**src/rtl/spi_pkg.sv**
```systemverilog
`default_nettype none
// +----------------------------------------------------------------------+
// | Package : spi_pkg                                                    |
// | Shared types and helpers for the oversampling SPI slave (state enum, |
// | latched mode struct, counter/pointer width helper).                  |
// | Rev     : 1.0  initial release                                       |
// +----------------------------------------------------------------------+
package spi_pkg;

   // Frame sequencing states
   typedef enum logic [1:0] {
      IDLE = 2'd0,
      LOAD = 2'd1,
      XFER = 2'd2
   } state_t;

   // Clock polarity / phase captured at frame start
   typedef struct packed {
      logic cpol;
      logic cpha;
   } mode_t;

   // Bits needed to index n items (at least one bit)
   function automatic int cnt_w(input int n);
      return (n <= 2) ? 1 : $clog2(n);
   endfunction

endpackage
`default_nettype wire

```
**src/rtl/spi_tx_fifo.sv**
```systemverilog
`default_nettype none
// +----------------------------------------------------------------------+
// | Module  : spi_tx_fifo                                                |
// | Synchronous transmit FIFO with registered overflow pulse. A push     |
// | while full is dropped unless a pop frees a slot in the same cycle.   |
// | A pop while empty is ignored.                                        |
// | Rev     : 1.0  initial release                                       |
// +----------------------------------------------------------------------+
module spi_tx_fifo
   import spi_pkg::*;
#(
   parameter int WIDTH = 12,
   parameter int DEPTH = 4
) (
   input  logic             clk,
   input  logic             rst,
   input  logic             push,
   input  logic [WIDTH-1:0] push_data,
   input  logic             pop,
   output logic [WIDTH-1:0] head,
   output logic             full,
   output logic             empty,
   output logic             overflow
);

   localparam int            PW     = cnt_w(DEPTH);
   localparam logic [PW:0]   C_FULL = (PW+1)'(DEPTH);

   logic [WIDTH-1:0] mem_q [DEPTH];
   logic [WIDTH-1:0] mem_d [DEPTH];
   logic [PW-1:0]    rd_ptr_q, rd_ptr_d;
   logic [PW-1:0]    wr_ptr_q, wr_ptr_d;
   logic [PW:0]      count_q, count_d;
   logic             overflow_q, overflow_d;
   logic             do_push, do_pop;

   assign full     = (count_q == C_FULL);
   assign empty    = (count_q == '0);
   assign head     = mem_q[rd_ptr_q];
   assign overflow = overflow_q;

   // Next-state: a simultaneous pop frees the slot a full-FIFO push needs
   always_comb begin
      do_pop     = pop & ~empty;
      do_push    = push & (~full | do_pop);
      overflow_d = push & ~do_push;
      mem_d      = mem_q;
      wr_ptr_d   = wr_ptr_q;
      rd_ptr_d   = rd_ptr_q;
      count_d    = count_q;
      if (do_push) begin
         mem_d[wr_ptr_q] = push_data;
         wr_ptr_d        = wr_ptr_q + PW'(1);
      end
      if (do_pop) begin
         rd_ptr_d = rd_ptr_q + PW'(1);
      end
      if (do_push && !do_pop) begin
         count_d = count_q + (PW+1)'(1);
      end else if (do_pop && !do_push) begin
         count_d = count_q - (PW+1)'(1);
      end
   end

   // Storage, pointers and count registers
   always_ff @(posedge clk or posedge rst) begin
      if (rst) begin
         for (int i = 0; i < DEPTH; i++) begin
            mem_q[i] <= '0;
         end
         rd_ptr_q   <= '0;
         wr_ptr_q   <= '0;
         count_q    <= '0;
         overflow_q <= 1'b0;
      end else begin
         mem_q      <= mem_d;
         rd_ptr_q   <= rd_ptr_d;
         wr_ptr_q   <= wr_ptr_d;
         count_q    <= count_d;
         overflow_q <= overflow_d;
      end
   end

endmodule
`default_nettype wire

```
**src/rtl/spi_slave_os.sv**
```systemverilog
`default_nettype none
// +----------------------------------------------------------------------+
// | Module  : spi_slave_os                                               |
// | Oversampling SPI slave on the system clock. SCLK/SC0/MOSI are        |
// | synchronised and edge-detected; all four CPOL/CPHA modes and         |
// | back-to-back frames are supported. TX words come from a small FIFO.  |
// | Option  : define SPI_LSB_FIRST_EN for LSB-first shifting both ways.  |
// | Rev     : 1.0  initial release                                       |
// +----------------------------------------------------------------------+
module spi_slave_os
   import spi_pkg::*;
#(
   parameter int WIDTH       = 12,
   parameter int TX_DEPTH    = 4,
   parameter int SYNC_STAGES = 2
) (
   input  logic             CLK,
   input  logic             RST,
   input  logic             SCLK,
   input  logic             SC0,
   input  logic             MOSI,
   output logic             MISO,
   input  logic             CPOL,
   input  logic             CPHA,
   input  logic [WIDTH-1:0] DATA_MISO,
   input  logic             MISOflag,
   output logic             tx_full,
   output logic             tx_empty,
   output logic [WIDTH-1:0] DATA_MOSI,
   output logic             dflag,
   output logic             overflow,
   output logic             underrun,
   output logic             frame_err
);

   localparam int            CW       = cnt_w(WIDTH);
   localparam logic [CW-1:0] LAST_BIT = CW'(WIDTH-1);

   // Synchronisers and edge detection
   logic [SYNC_STAGES-1:0] sclk_sync_q, sclk_sync_d;
   logic [SYNC_STAGES-1:0] sc0_sync_q,  sc0_sync_d;
   logic [SYNC_STAGES-1:0] mosi_sync_q, mosi_sync_d;
   logic                   sclk_prev_q, sc0_prev_q;
   logic                   sclk_s, sc0_s, mosi_s;
   logic                   sclk_rise, sclk_fall, sc0_fall, lead, trail;

   // Frame state
   state_t           state_q, state_d;
   mode_t            mode_q, mode_d;
   logic [CW-1:0]    cnt_q, cnt_d;
   logic             started_q, started_d;
   logic             pending_q, pending_d;
   logic [WIDTH-1:0] tx_q, tx_d;
   logic [WIDTH-1:0] rx_q, rx_d;
   logic             miso_q, miso_d;
   logic [WIDTH-1:0] data_mosi_q, data_mosi_d;
   logic             dflag_q, dflag_d;
   logic             underrun_q, underrun_d;
   logic             frame_err_q, frame_err_d;

   // FIFO interface and shift helpers
   logic [WIDTH-1:0] fifo_head, load_word, tx_shifted, rx_shifted;
   logic             fifo_empty, fifo_pop, load_first, tx_next_bit;
   logic             sample_ev, shift_ev;

   spi_tx_fifo #(
      .WIDTH (WIDTH),
      .DEPTH (TX_DEPTH)
   ) u_tx_fifo (
      .clk       (CLK),
      .rst       (RST),
      .push      (MISOflag),
      .push_data (DATA_MISO),
      .pop       (fifo_pop),
      .head      (fifo_head),
      .full      (tx_full),
      .empty     (fifo_empty),
      .overflow  (overflow)
   );

   assign tx_empty  = fifo_empty;
   assign MISO      = miso_q;
   assign DATA_MOSI = data_mosi_q;
   assign dflag     = dflag_q;
   assign underrun  = underrun_q;
   assign frame_err = frame_err_q;

   assign sclk_s    = sclk_sync_q[SYNC_STAGES-1];
   assign sc0_s     = sc0_sync_q[SYNC_STAGES-1];
   assign mosi_s    = mosi_sync_q[SYNC_STAGES-1];
   assign sclk_rise = sclk_s & ~sclk_prev_q;
   assign sclk_fall = ~sclk_s & sclk_prev_q;
   assign sc0_fall  = ~sc0_s & sc0_prev_q;
   assign lead      = mode_q.cpol ? sclk_fall : sclk_rise;
   assign trail     = mode_q.cpol ? sclk_rise : sclk_fall;
   assign load_word = fifo_empty ? '0 : fifo_head;

   // Synchroniser shift chains
   always_comb begin
      sclk_sync_d = {sclk_sync_q[SYNC_STAGES-2:0], SCLK};
      sc0_sync_d  = {sc0_sync_q[SYNC_STAGES-2:0],  SC0};
      mosi_sync_d = {mosi_sync_q[SYNC_STAGES-2:0], MOSI};
   end

   // Bit-order dependent shift paths
   always_comb begin
`ifdef SPI_LSB_FIRST_EN
      load_first  = load_word[0];
      tx_shifted  = {1'b0, tx_q[WIDTH-1:1]};
      tx_next_bit = tx_q[1];
      rx_shifted  = {mosi_s, rx_q[WIDTH-1:1]};
`else
      load_first  = load_word[WIDTH-1];
      tx_shifted  = {tx_q[WIDTH-2:0], 1'b0};
      tx_next_bit = tx_q[WIDTH-2];
      rx_shifted  = {rx_q[WIDTH-2:0], mosi_s};
`endif
   end

   // Frame sequencing: next state, shift/sample actions and status pulses.
   // The FIFO pop is committed on the first sample rather than in LOAD, so a
   // frame that ends (SC0 high) before any sample leaves the word queued.
   // Edges before the first leading edge of a frame are stale (the trailing
   // edge of the previous frame) and must not shift.
   always_comb begin
      state_d     = state_q;
      mode_d      = mode_q;
      cnt_d       = cnt_q;
      started_d   = started_q;
      pending_d   = pending_q;
      tx_d        = tx_q;
      rx_d        = rx_q;
      miso_d      = miso_q;
      data_mosi_d = data_mosi_q;
      dflag_d     = 1'b0;
      underrun_d  = 1'b0;
      frame_err_d = 1'b0;
      fifo_pop    = 1'b0;
      sample_ev   = mode_q.cpha ? trail : lead;
      shift_ev    = (mode_q.cpha ? lead : trail) & started_q;

      case (state_q)
         IDLE: begin
            miso_d = 1'b0;
            cnt_d  = '0;
            if (sc0_fall) begin
               mode_d  = '{cpol: CPOL, cpha: CPHA};
               state_d = LOAD;
            end
         end
         LOAD: begin
            tx_d       = load_word;
            miso_d     = load_first;
            pending_d  = ~fifo_empty;
            underrun_d = fifo_empty;
            cnt_d      = '0;
            started_d  = 1'b0;
            state_d    = XFER;
         end
         XFER: begin
            if (sc0_s) begin
               frame_err_d = (cnt_q != '0);
               pending_d   = 1'b0;
               miso_d      = 1'b0;
               cnt_d       = '0;
               state_d     = IDLE;
            end else begin
               if (lead) begin
                  started_d = 1'b1;
               end
               if (shift_ev) begin
                  tx_d   = tx_shifted;
                  miso_d = tx_next_bit;
               end
               if (sample_ev) begin
                  rx_d      = rx_shifted;
                  fifo_pop  = pending_q;
                  pending_d = 1'b0;
                  cnt_d     = cnt_q + CW'(1);
                  if (cnt_q == LAST_BIT) begin
                     data_mosi_d = rx_shifted;
                     dflag_d     = 1'b1;
                     cnt_d       = '0;
                     // SC0 is known low here, so the next frame follows
                     state_d     = LOAD;
                  end
               end
            end
         end
         default: begin
            state_d = IDLE;
         end
      endcase
   end

   // State and datapath registers
   always_ff @(posedge CLK or posedge RST) begin
      if (RST) begin
         sclk_sync_q <= '0;
         sc0_sync_q  <= '1;
         mosi_sync_q <= '0;
         sclk_prev_q <= 1'b0;
         sc0_prev_q  <= 1'b1;
         state_q     <= IDLE;
         mode_q      <= '0;
         cnt_q       <= '0;
         started_q   <= 1'b0;
         pending_q   <= 1'b0;
         tx_q        <= '0;
         rx_q        <= '0;
         miso_q      <= 1'b0;
         data_mosi_q <= '0;
         dflag_q     <= 1'b0;
         underrun_q  <= 1'b0;
         frame_err_q <= 1'b0;
      end else begin
         sclk_sync_q <= sclk_sync_d;
         sc0_sync_q  <= sc0_sync_d;
         mosi_sync_q <= mosi_sync_d;
         sclk_prev_q <= sclk_s;
         sc0_prev_q  <= sc0_s;
         state_q     <= state_d;
         mode_q      <= mode_d;
         cnt_q       <= cnt_d;
         started_q   <= started_d;
         pending_q   <= pending_d;
         tx_q        <= tx_d;
         rx_q        <= rx_d;
         miso_q      <= miso_d;
         data_mosi_q <= data_mosi_d;
         dflag_q     <= dflag_d;
         underrun_q  <= underrun_d;
         frame_err_q <= frame_err_d;
      end
   end

endmodule
`default_nettype wire

```
**config.mk**
```make
export PLATFORM = sky130hd
export DESIGN_NAME = spi_slave_os
export DESIGN_NICKNAME = d
export VERILOG_FILES = /design/src/rtl/spi_pkg.sv /design/src/rtl/spi_tx_fifo.sv /design/src/rtl/spi_slave_os.sv
export SDC_FILE = /design/constraint.sdc
export NUM_CORES = 1
export LEC_CHECK = 0
export ABC_AREA = 1
export ABC_CLOCK_PERIOD_IN_PS = 4100
export CORE_UTILIZATION = 45
export DETAILED_ROUTE_END_ITERATION = 10
export MAX_ROUTING_LAYER = met4
export PLACE_DENSITY = 0.72
export SLEW_MARGIN = 25
export SYNTH_ARGS = -nofsm -noshare
export SYNTH_HDL_FRONTEND = slang
export SYNTH_SLANG_ARGS = --single-unit
```
**constraint.sdc**
```tcl
create_clock -name CLK -period 4.1 [get_ports CLK]
set_clock_uncertainty 0.15 [all_clocks]
set_input_delay 0.82 -clock CLK [delete_from_list [all_inputs] [get_ports CLK]]
set_output_delay 0.82 -clock CLK [all_outputs]
set_load 0.02 [all_outputs]
```
==> summary.txt, run 1 <==
Floorplan
  – Initial Util: a little under half
  – Rows: 39
  – Io pins: 39
  – Die area: ~12000 µm²
  – Die H: 112 µm
  – Width of the die: 112 µm
  – Core region area: 11600 µm²

Clock network
  – Clk root buf: clkbuf_16
  – Num Clock Sinks: roughly 110
  – CTS tree: yes
  – Total CTS buffers: 9
  – Hold_buf cts: 0
  – Clock buffer depth: 2
  – Number of setup buffers added after CTS: 0
  – Reg clk slew, reported paths: 0.07 ns
  – H-tree levels: 3
  – Post_cts resized: 0
  – Clk_lat worst skew: ~0.35 ns

Cells and area
  – Layout cell share with drive strength beyond 1: between 7 and 8%
  – Fill count: roughly 1.1k
  – Area Growth Syn to Fin: 11.4%
  – Final #Nets: between 600 and 700
  – Finished Cell Area: between 6000 and 7000 µm²
  – Diodes inserted: 0

Worst setup path
  – Crit Path Max Fanout: 55
  – CP max-delay cell: ha_1
  – Delay of the slowest critical-path stage: roughly 0.42 ns
  – Setup crit start kind: flip-flop
  – Most frequent CP cell: inv_1
  – Crit-path cells: inv_1 -> ha_1 -> inv_6 -> nor2_8 -> nand4_4 -> nand2_8 -> nand2_1 -> inv_1 -> ha_1 -> inv_1 -> fa_1 -> a21oi_1 -> o21ai_0 -> xor2_1
  – Crit path DAT: around 3.3 ns
  – Worst Path Required: approximately 4.2 ns
  – Crit end category: flip-flop
  – Critical Setup Path Class: flip-flop to flip-flop

Routing
  – Wire length per cell: approximately 15 µm
  – Routed Antenna Nets: 0
  – Pre-Repair DR Iteration Count: 8
  – DRC Markers: 2
  – DRT iter0 DRCs: around 230
  – Via density: about 5.5
  – Vias: around 4.2k
  – Routed wire length: roughly 12 mm

Pwr
  – Leakage: between 2 and 3 nW
  – Total power: about 4 mW
  – Worst VDD drop: ~0.33 mV
  – Pwr Density: between 600 and 700 nW/µm²

Placement
  – Placed wire-length estimate: 7.50 mm
  – DP Worst Slack: 0.856 ns
  – Placed cell area: 5750 µm²
  – Gp weighted congestion: about 0.82
  – Port Buffer Count: 38

Logic synthesis
  – Synth async-reset ratio: 100%
  – Mux cell area share after synthesis: less than 1%
  – EDFF count, synth: 0
  – Sequential share of the synthesized area: between 50 and 60%
  – Dominant synthesized flop cell: dfrtp_1
  – Synth Area in Compound Gates: 9.08%
  – Synth area leaders: dfrtp_1 51%, nand2_1 12%, nand4_1 5.8%
  – Yosys top cell by area: dfrtp_1
  – Simple logic cell fraction of the synthesized area: between 20% and 30%
  – Ys Warns: 0
  – Mapped Avg Cell Area: 8.98 µm²
  – Cells after Synth: about 600
  – Mapped Nets: between 600 and 700
  – Post-Synth Adder-Cell Area: under 10%
  – Post-synth top area share: between 50% and 60%
  – Synth Cell Area: 5400 µm²
  – Synth cell types: 36
  – XOR/XNOR Fraction of Synth Area: less than 1%
  – #FFs+latches synth: 112
  – Largest family of logic cells by synthesized area: simple AND/OR/NAND/NOR gates

STA
  – Hold WS: around 0.20 ns
  – Setup-failing EPs final: 0
  – Final hold vios: 0
  – Pins over their slew limit: 0
  – Setup TNS: 0 ns
  – Fmax: about 310 MHz
  – Clock period minus worst slack: 3.24 ns
  – Final period util: roughly four fifths
  – RSZ-0062 raised after global routing: no
  – Final WS setup: between 0.8 and 0.9 ns
  – Slew @ Worst Pin: slightly above 0.9 ns
  – Slew HR: between 30% and 40%

Status
  – Outcome: finished with violations
  – Failing checks: DRC

Global route
  – Largest net degree at the start of global routing: between 70 and 80
  – Number of global-route vias before repair: roughly 4k
  – Total GRT Usage: ~21%
  – GRT Residual Overflow: 0
  – Global-route wire length before repair: between 15 and 20 mm
  – Initial antenna violation count: 0

Min path
  – Min-Delay Path Class: flip-flop to flip-flop

Run
  – Max Cap Viol: 0
-- stage by stage --
step	util [%]	std cells
final	52.0	765
after global routing	52.0	765
after CTS	52.0	765
after detailed placement	49.7	750
after global placement	49.7	750
after floorplan	-	601
-- logic make-up after synthesis --
| family | count (synthesis) |
|---|---|
| AND/OR/NAND/NOR | 311 |
| flip-flops | 112 |
| AO/OA/AOI/OAI | 84 |
| buffers and inverters | 78 |
| adder cells (fa/ha/maj) | 12 |
| XOR/XNOR | 3 |
| multiplexers | 1 |
-- critical path, delay by kind of cell, from the launching register on --
kind | cells | cell delay, ns
adder cells (fa/ha/maj) | 3 | 0.94
AND/OR/NAND/NOR | 4 | 0.81
flip-flops | 1 | 0.41
buffers and inverters | 4 | 0.40
AO/OA/AOI/OAI | 2 | 0.25
XOR/XNOR | 1 | 0.15
-- cells in the mapped netlist (all sizes together), types with 2 or more instances --
master / count
a21oi: 6
buf: 23
clkbuf: 11
dfrtp: 109
dfstp: 3
ha: 11
inv: 44
nand2: 183
nand3: 39
nand4: 52
nor2: 36
o21a: 2
o21ai: 59
o22ai: 13
xor2: 2
-- report_power, final --
part | switching (mW) | leakage [nW] | total (mW) | internal, mW
logic | 1.02 | 1.35 | 1.55 | 0.522
registers | 0.263 | 1.43 | 1.73 | 1.47
clock network | 0.372 | 0.130 | 0.816 | 0.444
total | 1.66 | 2.91 | 4.09 | 2.43
-- worst paths after layout --
check                      slack [ns]                    to           start  cells past startpoint
max                              0.86  u_tx_fifo.count_q[2]      state_q[0]                     14
min                              0.20        sclk_sync_q[1]  sclk_sync_q[0]                      0
max reg2reg                      0.86  u_tx_fifo.count_q[2]      state_q[0]                     14
min reg2reg                      0.20        sclk_sync_q[1]  sclk_sync_q[0]                      0
max in group asynchronous        2.17    u_tx_fifo.mem_q[1]             RST                      3
min in group asynchronous        0.88             mode_q[1]             RST                      2
-- registers in the layout, summed over array words and instances, names as in the netlist, 2 cells and up --
register            flops
sc0_sync_q              2
mode_q                  2
u_tx_fifo.rd_ptr_q      2
cnt_q                   4
sclk_sync_q             2
u_tx_fifo.mem_q        48
state_q                 2
u_tx_fifo.wr_ptr_q      2
rx_q                   11
DATA_MOSI              12
tx_q                   11
u_tx_fifo.count_q       3
mosi_sync_q             2
-- area by class of cell --
type | count | area (µm²) | area share (%)
Tap cell | 143 | 179 | 2.97
Inverter | 44 | 173 | 2.87
Sequential cell | 112 | 2810 | 46.7
Clock buffer | 15 | 268 | 4.45
Multi-Input combinational cell | 411 | 2190 | 36.4
Timing Repair Buffer | 40 | 403 | 6.70
-- routing by layer --
metal	GRT usage, %	share of wire (%)	up-vias
met5	-	0	-
met4	6.58	1.1	0
met3	3.92	5.1	10
met2	33.1	48	105
met1	26.2	46	2031
li1	-	-	2033
-- cells in the final DEF (no fill, tap or decap), types with 6 or more instances in the layout --
cell type | netlist | layout
nand3_1 | 33 | 33
ha_1 | 11 | 11
clkbuf_16 | 0 | 9
nor2_1 | 34 | 34
o21ai_2 | 10 | 10
nand2_1 | 178 | 178
inv_1 | 40 | 39
nand4_1 | 50 | 50
o21ai_0 | 38 | 38
a21oi_1 | 6 | 6
o21ai_1 | 11 | 11
clkdlybuf4s50_1 | 0 | 37
o22ai_1 | 13 | 13
dfrtp_1 | 109 | 109
(Power assumes the default switching activity.)
==> run 2: changes to the inputs <==
ABC_CLOCK_PERIOD_IN_PS = 2800   (was 4100)
clock period = 2.8 ns   (was 4.1 ns; I/O delays follow)
==> summary.txt, run 2 (synthesis gave the netlist of run 1 again) <==
Pwr
  – Reg power frac: 39.8% (-2.5 points)
  – Leakage: 2.98 nW (+2.5%)
  – Clk network pwr share: 21.4% (+1.5 points)
  – Worst VDD drop: 0.401 mV (+21%)
  – Switching Power: 2.55 mW (+54%)
  – Pwr Density: 1020 nW/µm² (+49%)
  – Share of power burned in combinational logic: 38.8% (+1.0 points)
  – P_int: 3.69 mW (+52%)
  – Switch share: 40.9% (+0.34 points)
  – Total power: 6.24 mW (+52%)

Routing
  – Wire length per cell: 15.2 µm (+0.45%)
  – Pre-Repair DR Iteration Count: 7 (-1)
  – Routed Antenna Nets: 0 (unchanged)
  – DRT iter0 DRCs: 335 (+44%)
  – Routed wire length: 11.8 mm (+2.0%)
  – DRC Markers: 4 (+2)
  – Vias: 4272 (+2.2%)
  – Via density: 5.50 (+0.65%)

Cells and area
  – Finished Cell Area: 6130 µm² (+2.0%)
  – Most frequent cells in the layout: 178 x nand2_1, 109 x dfrtp_1, 50 x nand4_1
  – Layout cell share with drive strength beyond 1: 10.3% (+2.4 points)
  – Commonest non-fill, non-tap cell in the layout: nand2_1
  – Final #Nets: 661 (+1.7%)
  – Largest register by flop count: u_tx_fifo.mem_q
  – Area Growth Syn to Fin: 13.6%
  – Fin util: 53.0% (+1.0 points)
  – Number of flip-flops in the largest register: 48 (unchanged)
  – Diodes inserted: 0 (unchanged)

Worst setup path
  – Worst setup path startpoint: u_tx_fifo.count_q[0]
  – Critical Setup Path Class: flip-flop to output pin
  – WP depth: 2 (-12)
  – R2R depth: 14 (unchanged)
  – Flop-to-flop setup slack: 0.25 ns (-0.61 ns)
  – Crit end category: output pin
  – Delay-heaviest family, CP: buffers and inverters
  – CP endpoint: tx_full
  – Reg-to-Reg Start: state_q[0]
  – Worst Path Required: 2.09 ns (-2.09 ns)
  – Setup crit start kind: flip-flop
  – Crit path DAT: 1.87 ns (-1.45 ns)
  – Delay of the slowest critical-path stage: 0.68 ns (+0.26 ns)
  – Reg2reg end: u_tx_fifo.count_q[2]
  – Crit-path cells: nor3_2 -> clkdlybuf4s50_1
  – Crit Path Max Fanout: 4 (-93%)
  – WP buf/inv: 1 (-3)
  – CP max-delay cell: clkdlybuf4s50_1

Placement
  – Gp weighted congestion: 0.859 (+4.6%)
  – Placed cell area: 5830 µm² (+1.5%)
  – DP Worst Slack: 0.245 ns (-0.611 ns)
  – Placed wire-length estimate: 7.46 mm (-0.44%)
  – Port Buffer Count: 38 (unchanged)

Clock network
  – Post_cts resized: 0 (unchanged)
  – Total CTS buffers: 9 (unchanged)
  – Clock buffer depth: 2 (unchanged)
  – Number of setup buffers added after CTS: 0 (unchanged)
  – Num Clock Sinks: 112 (unchanged)
  – Clk root buf: clkbuf_16
  – Hold_buf cts: 0 (unchanged)
  – CTS tree: yes
  – H-tree levels: 3 (unchanged)
  – Clk_lat worst skew: 0.35 ns (about the same)
  – Reg clk slew, reported paths: 0.07 ns (about the same)

Global route
  – Number of global-route vias before repair: 4203 (+3.9%)
  – GRT Residual Overflow: 0 (unchanged)
  – Largest net degree at the start of global routing: 113 (+57%)
  – Global-route wire length before repair: 20.5 mm (+4.1%)
  – Total GRT Usage: 21.5% (+0.94 points)
  – Initial antenna violation count: 0 (unchanged)

STA
  – RSZ-0062 raised after global routing: no
  – Slew HR: 57.9% (+19 points)
  – Setup-failing EPs final: 0 (unchanged)
  – Pins over their slew limit: 0 (unchanged)
  – Fmax: between 300 and 400 MHz
  – Final period util: 92.3%
  – Slew @ Worst Pin: 0.632 ns (-0.278 ns)
  – Final WS setup: 0.217 ns (-0.644 ns)
  – Clock period minus worst slack: 2.58 ns
  – Final hold vios: 0 (unchanged)
  – Setup TNS: 0 ns (unchanged)

Status
  – Failing checks: DRC
  – Outcome: finished with violations

Run
  – Max Cap Viol: 0 (unchanged)

Floorplan
  – Die area: 12400 µm² (unchanged)
  – Rows: 39 (unchanged)
  – Die H: 112 µm (unchanged)
  – Core region area: 11600 µm² (unchanged)
  – Width of the die: 112 µm (unchanged)
  – Io pins: 39 (unchanged)
  – Initial Util: 46.7% (unchanged)

Min path
  – Min-Delay Path Class: flip-flop to flip-flop
-- run 2: layout make-up --
type                            instances  area (µm²)
Clock inverter                          7        77.6
Timing Repair Buffer                   51         485
Sequential cell                       112        2810
Tap cell                              143         179
Clock buffer                            9         225
Inverter                               44         174
Multi-Input combinational cell        411        2190
Fill cell                            1056        5430
-- run 2: power groups by stage --
stage,Sequential [mW],Combinational [mW],Clock [mW]
4_1_cts,2.47,2.41,1.36
3_3_place_gp,2.47,2.32,0
3_5_place_dp,2.50,2.39,0
2_1_floorplan,2.43,1.86,0
5_1_grt,2.55,2.76,1.43
6_report,2.48,2.42,1.33
-- run 2: worst min-delay path by stage --
stage                        start             end  slack, ns  cells past startpoint
floorplan           mosi_sync_q[0]  mosi_sync_q[1]       0.18                      0
global placement    sclk_sync_q[0]  sclk_sync_q[1]       0.19                      0
detailed placement  sclk_sync_q[0]  sclk_sync_q[1]       0.19                      0
CTS                 sclk_sync_q[0]  sclk_sync_q[1]       0.20                      0
global route         sc0_sync_q[0]   sc0_sync_q[1]       0.21                      0
finish              mosi_sync_q[0]  mosi_sync_q[1]       0.20                      0
-- run 2: per-stage QoR --
step | std cells | hold slack [ns]
2_1_floorplan | 601 | 0.181
3_3_place_gp | 761 | 0.185
3_5_place_dp | 761 | 0.186
4_1_cts | 777 | 0.203
5_1_grt | 777 | 0.211
6_report | 777 | 0.201
-- run 2: metal layers --
metal	global-route usage [%]	wire length, µm	part of all wire (%)	vias up
met1	27.7	5420	46	2050
li1	-	-	-	2059
met4	9.19	236	2.0	0
met5	-	0	0	-
met2	33.3	5550	47	146
met3	4.03	622	5.3	17
